**src/rtl/conv_input_loader.sv**
```systemverilog
// conv_input_loader: loads X and H operand memories from a sample stream, then starts the coprocessor
module conv_input_loader #(
    parameter int DATA_W = 8,
    parameter int ADDR_W = 5
) (
    input  logic              clk,
    input  logic              rst,
    input  logic              cfg_valid,
    input  logic [ADDR_W:0]   cfg_size_x,
    input  logic [ADDR_W:0]   cfg_size_h,
    output logic              cfg_ready,
    input  logic              in_valid,
    input  logic [DATA_W-1:0] in_data,
    input  logic              in_last,
    output logic              in_ready,
    output logic              memx_we,
    output logic [ADDR_W-1:0] memx_addr,
    output logic [DATA_W-1:0] memx_wdata,
    output logic              memh_we,
    output logic [ADDR_W-1:0] memh_addr,
    output logic [DATA_W-1:0] memh_wdata,
    output logic [ADDR_W:0]   size_x,
    output logic [ADDR_W:0]   size_h,
    output logic              cop_start,
    input  logic              cop_done,
    output logic              busy,
    output logic              job_done,
    output logic              load_err
);
    typedef enum logic [2:0] {IDLE, LOAD_X, LOAD_H, START, WAIT} state_t;

    localparam logic [ADDR_W:0] ONE      = (ADDR_W+1)'(1);
    localparam logic [ADDR_W:0] MAX_SIZE = ONE << ADDR_W;

    state_t              state_q, state_d;
    logic [ADDR_W:0]     cnt_q, cnt_d;
    logic [ADDR_W:0]     size_x_q, size_x_d, size_h_q, size_h_d;
    logic                x_we_q, x_we_d, h_we_q, h_we_d;
    logic [ADDR_W-1:0]   x_addr_q, x_addr_d, h_addr_q, h_addr_d;
    logic [DATA_W-1:0]   x_wdata_q, x_wdata_d, h_wdata_q, h_wdata_d;
    logic                start_q, start_d, done_q, done_d, err_q, err_d, busy_q, busy_d;
    logic                cfg_ok, x_end, h_end;

    assign cfg_ok = (cfg_size_x != '0) && (cfg_size_x <= MAX_SIZE) &&
                    (cfg_size_h != '0) && (cfg_size_h <= MAX_SIZE);
    assign x_end  = (cnt_q + ONE) == size_x_q;
    assign h_end  = (cnt_q + ONE) == size_h_q;

    assign cfg_ready  = state_q == IDLE;
    assign in_ready   = (state_q == LOAD_X) || (state_q == LOAD_H);
    assign memx_we    = x_we_q;
    assign memx_addr  = x_addr_q;
    assign memx_wdata = x_wdata_q;
    assign memh_we    = h_we_q;
    assign memh_addr  = h_addr_q;
    assign memh_wdata = h_wdata_q;
    assign size_x     = size_x_q;
    assign size_h     = size_h_q;
    assign cop_start  = start_q;
    assign job_done   = done_q;
    assign load_err   = err_q;
    assign busy       = busy_q;

    // Next state, counter, size latch and registered-output next values
    always_comb begin
        state_d   = state_q;
        cnt_d     = cnt_q;
        size_x_d  = size_x_q;
        size_h_d  = size_h_q;
        x_we_d    = 1'b0;
        h_we_d    = 1'b0;
        x_addr_d  = cnt_q[ADDR_W-1:0];
        h_addr_d  = cnt_q[ADDR_W-1:0];
        x_wdata_d = in_data;
        h_wdata_d = in_data;
        start_d   = 1'b0;
        done_d    = 1'b0;
        err_d     = 1'b0;
        case (state_q)
            IDLE: if (cfg_valid) begin
                if (cfg_ok) begin
                    size_x_d = cfg_size_x;
                    size_h_d = cfg_size_h;
                    cnt_d    = '0;
                    state_d  = LOAD_X;
                end else err_d = 1'b1;
            end
            LOAD_X: if (in_valid) begin
                x_we_d = 1'b1;
                if (in_last) begin
                    err_d   = 1'b1;
                    state_d = IDLE;
                end else if (x_end) begin
                    cnt_d   = '0;
                    state_d = LOAD_H;
                end else cnt_d = cnt_q + ONE;
            end
            LOAD_H: if (in_valid) begin
                h_we_d = 1'b1;
                if (in_last != h_end) begin
                    err_d   = 1'b1;
                    state_d = IDLE;
                end else if (h_end) state_d = START;
                else cnt_d = cnt_q + ONE;
            end
            START: begin
                start_d = 1'b1;
                state_d = WAIT;
            end
            WAIT: if (cop_done) begin
                done_d  = 1'b1;
                state_d = IDLE;
            end
            default: state_d = IDLE;
        endcase
        busy_d = state_d != IDLE;
    end

    // State and output registers with synchronous reset
    always_ff @(posedge clk) begin
        if (rst) begin
            state_q   <= IDLE;
            cnt_q     <= '0;
            size_x_q  <= '0;
            size_h_q  <= '0;
            x_we_q    <= 1'b0;
            h_we_q    <= 1'b0;
            x_addr_q  <= '0;
            h_addr_q  <= '0;
            x_wdata_q <= '0;
            h_wdata_q <= '0;
            start_q   <= 1'b0;
            done_q    <= 1'b0;
            err_q     <= 1'b0;
            busy_q    <= 1'b0;
        end else begin
            state_q   <= state_d;
            cnt_q     <= cnt_d;
            size_x_q  <= size_x_d;
            size_h_q  <= size_h_d;
            x_we_q    <= x_we_d;
            h_we_q    <= h_we_d;
            x_addr_q  <= x_addr_d;
            h_addr_q  <= h_addr_d;
            x_wdata_q <= x_wdata_d;
            h_wdata_q <= h_wdata_d;
            start_q   <= start_d;
            done_q    <= done_d;
            err_q     <= err_d;
            busy_q    <= busy_d;
        end
    end
endmodule

```
**config.mk**
```make
export PLATFORM = sky130hd
export DESIGN_NAME = conv_input_loader
export DESIGN_NICKNAME = d
export VERILOG_FILES = /design/src/rtl/conv_input_loader.sv
export SDC_FILE = /design/constraint.sdc
export NUM_CORES = 1
export LEC_CHECK = 0
export ABC_AREA = 1
export CAP_MARGIN = 20
export CORE_MARGIN = 4
export CORE_UTILIZATION = 50
export CTS_BUF_LIST = sky130_fd_sc_hd__clkbuf_2
export DETAILED_ROUTE_END_ITERATION = 6
export GPL_TIMING_DRIVEN = 0
export PLACE_DENSITY = 0.95
export SLEW_MARGIN = 20
export SYNTH_ARGS = -nofsm -noshare
export SYNTH_HDL_FRONTEND = slang
export SYNTH_SLANG_ARGS = --single-unit
```
**constraint.sdc**
```tcl
create_clock -name clk -period 2.6 [get_ports clk]
set_input_delay 0.52 -clock clk [delete_from_list [all_inputs] [get_ports clk]]
set_output_delay 0.52 -clock clk [all_outputs]
set_load 0.005 [all_outputs]
```
# Word-level counts from Yosys, hierarchy flattened
# Cells that the tools add are included.
# totals
reg_bits	40
in_bits	26
word_cells	75
# op_classes
eq_ne	14
muxes	29
magnitude_cmp	2
reduce_logical	14
bitwise_logic	3
addsub	1
# op_table
cell	n
6-bit 2-to-1 mux	8
3-bit 2-to-1 mux	9
6-bit case mux with 3 select lines	1
3-bit case mux with 5 select lines	1
6-bit equality test	2
6-bit <= comparator (second input constant)	2
2-bit inequality test (second input constant)	6
6-bit nonzero test	2
1-bit 2-to-1 mux	9
8-bit AND reduction	1
6-bit by 1-bit adder with 6-bit output (second input constant)	1
3-bit by 2-bit equality test with 1-bit output (second input constant)	2
3-bit nonzero test	2
2-bit OR reduction	3
3-bit by 1-bit equality test with 1-bit output (second input constant)	1
3-bit equality test (second input constant)	1
1-bit logical AND	3
3-bit logical NOT	1
1-bit inverter	3
1-bit case mux with 3 select lines	1
3-bit AND reduction	1
2-bit by 1-bit inequality test with 1-bit output (second input constant)	1
1-bit logical OR	1
1-bit inequality test	1

# Longest topological paths before layout
# depth
ltp_word	8
mapped_depth	16
mapped_depth_nobuf	16

# Worst setup path before layout
# No wires, ideal clock.
# synth_path
kind	flip-flop to flip-flop
startpoint	reg cnt_q[0]
endpoint	reg cnt_q[2]
setup_slack_ns	0.875
arrival_ns	1.611
synth_period_minus_slack_ns	1.725
setup_time_ns	0.113
path_stages_with_launch	17
n_path_buf	0
t_required_ns	2.487
path_cell_list	dfxtp_1 -> ha_1 -> inv_1 -> nand2_2 -> nand2_1 -> nand2_1 -> nand2_1 -> nor2_1 -> nand2_1 -> nor2_4 -> nand2_2 -> nand2_2 -> nand2_4 -> nand2_8 -> inv_4 -> nand3b_1 -> nand2_1
# synth_between
elab_chain_cells	6
elab_cells_between_ends	14
cone_classes	add/sub: 1; eq/ne: 5; mux: 7; reduce/logical: 1
# synth_rtl
item	line	rtl
from (decl)	36	logic [ADDR_W:0] cnt_q, cnt_d;
from (signal assigned)	138	cnt_q <= cnt_d;
6-bit by 1-bit adder with 6-bit output (*)	-	
6-bit equality test	46	assign x_end = (cnt_q + ONE) == size_x_q;
6-bit 2-to-1 mux	93	end else if (x_end) begin
6-bit 2-to-1 mux	90	if (in_last) begin
6-bit 2-to-1 mux	88	LOAD_X: if (in_valid) begin
6-bit case mux with 3 select lines	79	case (state_q)
# Mark *: on every way between the ends. The rest lies on a longest branch, timed or not. The select of a mux whose other input is x is not followed.
# A chain may end at the register's enable or synchronous reset.

# Final worst setup path
# layout_path
startpoint	reg state_q[1]
endpoint	out in_ready
# layout_between
elab_chain_cells	2
elab_cells_between_ends	3
cone_classes	eq/ne: 2; reduce/logical: 1
# layout_rtl
item	line	rtl
from (decl)	35	state_t state_q, state_d;
from (signal assigned)	137	state_q <= state_d;
3-bit by 1-bit equality test with 1-bit output or 3-bit by 2-bit equality test with 1-bit output (tied branches)	50	assign in_ready = (state_q == LOAD_X) || (state_q == LOAD_H);
1-bit logical OR (*)	50	
to (decl)	15	output logic in_ready,
# Mark *: on every way between the ends. The rest lies on a longest branch, timed or not.

==> results.json <==
{
  "run_status": "completed",
  "synthDistinctLibCells": 30,
  "seqPwrFrac": 0.562,
  "crit_fanout": 7,
  "drc": 0,
  "gp_congestion": 0.931,
  "wl_per_cell_um": 11.9,
  "cts_max_level": 2,
  "hold_path.class": "flip-flop to flip-flop",
  "yosysWarnings": 0,
  "internal-power_uw": 841,
  "cts_tree": "built",
  "switching_share": 0.281,
  "port_buffers": 71,
  "worstSetupPathType": "flip-flop to output port",
  "syn_area_sq_um": 2020,
  "cts.sinks": 40,
  "avgSynthCellArea_sq_um": 7.14,
  "cp-start-kind": "flip-flop",
  "finalSetupViolCount": 0,
  "post-cts-setup-buffers": 0,
  "viasPerCell": 5.00,
  "cts_root_buffer": "clkbuf_2",
  "dr.first_iter.drc_count": 125,
  "power.static_leakage_nw": 1.24,
  "yosysTopAreaCell": "dfxtp_1",
  "grt_overflow": 0,
  "worstPathRequired_ns": 2.08,
  "combPwrFrac": 0.215,
  "core_area_sq_um": 3770,
  "dp_hpwl_mm": 4.05,
  "track_usage": 0.204,
  "ys_seq_area_frac": 0.397,
  "ys_ff_latch": 40,
  "ant_nets": 0,
  "powerDensity_nw_per_um2": 413,
  "place_area_sq_um": 2790,
  "tns_ns": 0,
  "drt-pass1-iter-count": 4,
  "fillers": 295,
  "grt_pass1_wl_mm": 8.49,
  "vias": 2050,
  "ctsResizeCount": 0,
  "diodes": 0,
  "power.switching_uw": 329,
  "synth_cells": 283,
  "max_cap_viol_count": 0,
  "cts_buffers": 5,
  "hold_viol": 0,
  "synth_top_cell_area_share": 0.397,
  "final_area_sq_um": 2830,
  "rsz0062_at_grt": "no",
  "fin_crit_sh": 0.939,
  "grt_max_degree": 13,
  "end_kind": "output port",
  "setup_ws_ns": 0.158,
  "post-route-util": 0.751,
  "clock_path_buffers": 2,
  "max_freq_ghz": 0.410,
  "max_slew.worst_pin.slew_ns": 0.478,
  "clock_latency_ns": 0.39,
  "nets": 388,
  "grt_antenna_before_repair": 0,
  "wirelength_mm": 4.89,
  "hold_buffers": 0,
  "dieWidth_um": 71.6,
  "ios": 72,
  "drive_gt1_frac": 0.138,
  "syn_nets": 310,
  "synthTopCellsByArea": "dfxtp_1 40%, nand2_1 10%, inv_1 7.2%",
  "relSlewSlack": 0.681,
  "crit_arrival_ns": 1.92,
  "dieArea_sq_um": 5120,
  "grt_pass1_vias": 1978,
  "dieHeight_um": 71.6,
  "finalPower_mw": 1.17,
  "drv_slew": 0,
  "area_growth_pct": 40.2,
  "power_frac_clock": 0.223,
  "rows": 22,
  "initial_utilization": 0.536,
  "clock-skew-final_ns": 0.00859,
  "dpl_worst_slack_ns": 0.353,
  "clk_pin_slew_ns": 0.18,
  "ir_drop_uv": 294,
  "period_needed_ns": 2.44
}
[state kept, by name, indices dropped and copies added, names as in the netlist]
register and count:
busy 1, size_h 6, cnt_q 6, memh_addr 5, cop_start 1, load_err 1, size_x 6, memh_wdata 8
state_q 3, job_done 1, memx_we 1, memh_we 1
[cell families (layout without fill, tap and decap cells)]
kind of cell | count (synthesis) | count (layout) | share of synthesized area
simple gates | 140 | 140 | 0.338
buf+inv | 62 | 141 | 0.143
flops | 40 | 40 | 0.397
compound gates | 38 | 38 | 0.108
xor+xnor | 2 | 2 | 0.00868
fa+ha+maj | 1 | 1 | 0.00619
[critical path: stages (launching register included)]
cell and delay (ns):
dfxtp_1 0.41, nand2_1 0.17, nor2_8 0.16, inv_1 0.15, o21ai_0 0.12, clkdlybuf4s50_1 0.53
[synthesized netlist by cell type]
| master | n |
|---|---|
| nand2_1 | 56 |
| dfxtp_1 | 40 |
| inv_1 | 39 |
| nor2_1 | 32 |
| nand3_1 | 22 |
| a21oi_1 | 16 |
| buf_4 | 14 |
| o21ai_0 | 14 |
| nand2_2 | 10 |
| nand4_1 | 5 |
| clkbuf_1 | 4 |
| nand3_2 | 4 |
| a21oi_2 | 3 |
| inv_2 | 3 |
| nand3b_1 | 3 |
| nor2_2 | 2 |
| nor3_1 | 2 |
| xor2_1 | 2 |
| a21boi_0 | 1 |
| buf_2 | 1 |
| ha_1 | 1 |
| inv_4 | 1 |
| nand2_4 | 1 |
| nand2_8 | 1 |
| nor2_4 | 1 |
| nor2_8 | 1 |
| o2111ai_1 | 1 |
| o21bai_1 | 1 |
| o21bai_2 | 1 |
| o22ai_1 | 1 |
[power by group through the flow]
stage | sequential [mW] | clock (mW) | combinational (mW)
2_1_floorplan | 0.669 | 0 | 0.123
3_3_place_gp | 0.668 | 0 | 0.244
3_5_place_dp | 0.670 | 0 | 0.251
4_1_cts | 0.657 | 0.266 | 0.253
5_1_grt | 0.661 | 0.291 | 0.278
6_report | 0.657 | 0.261 | 0.252
[layout make-up]
| cell class | count | area, sq um | share of cell area |
|---|---|---|---|
| clock inverter | 2 | 11.3 | 0.00398 |
| clock buffer | 6 | 30.0 | 0.0106 |
| timing repair buffer | 71 | 711 | 0.251 |
| multi-input combinational | 181 | 930 | 0.328 |
| sequential | 40 | 801 | 0.283 |
| buffer | 19 | 125 | 0.0442 |
| inverter | 43 | 164 | 0.0579 |
| tap | 48 | 60.1 | 0.0212 |
[per-stage QoR]
step | cells | hold slack [ns]
2_1_floorplan | 283 | 0.453
3_3_place_gp | 402 | 0.472
3_5_place_dp | 402 | 0.483
4_1_cts | 410 | 0.493
5_1_grt | 410 | 0.529
6_report | 410 | 0.502
[worst paths after layout]
kind	start	endpoint	slack, ns	depth (start not counted)
setup / recovery	state_q[1]$_SDFF_PP0_	in_ready	0.16	5
hold / removal	state_q[2]$_SDFF_PP0_	job_done$_SDFF_PP0_	0.50	2
setup reg to reg	cnt_q[0]$_SDFFE_PP0P_	cnt_q[2]$_SDFFE_PP0P_	0.47	16
hold reg to reg	state_q[2]$_SDFF_PP0_	job_done$_SDFF_PP0_	0.50	2
[routing by layer]
metal	share of wire	up-vias	track usage	wire, um
met4	0.017	0	0.0752	85
li1	-	1040	-	-
met5	0	-	0	0
met2	0.50	90	0.356	2420
met1	0.40	910	0.247	1950
met3	0.088	10	0.0379	430
[placed cells by master (no fill, tap or decap), types with 4 or more instances in the layout]
cell	n
o21ai_0	14
clkbuf_2	6
inv_1	39
nand2_1	56
clkdlybuf4s50_1	71
clkbuf_1	4
buf_4	14
nand2_2	10
a21oi_1	16
nand4_1	5
nand3_1	22
dfxtp_1	40
nand3_2	4
nor2_1	32
No activity file was read; power rests on OpenSTA's default activity.
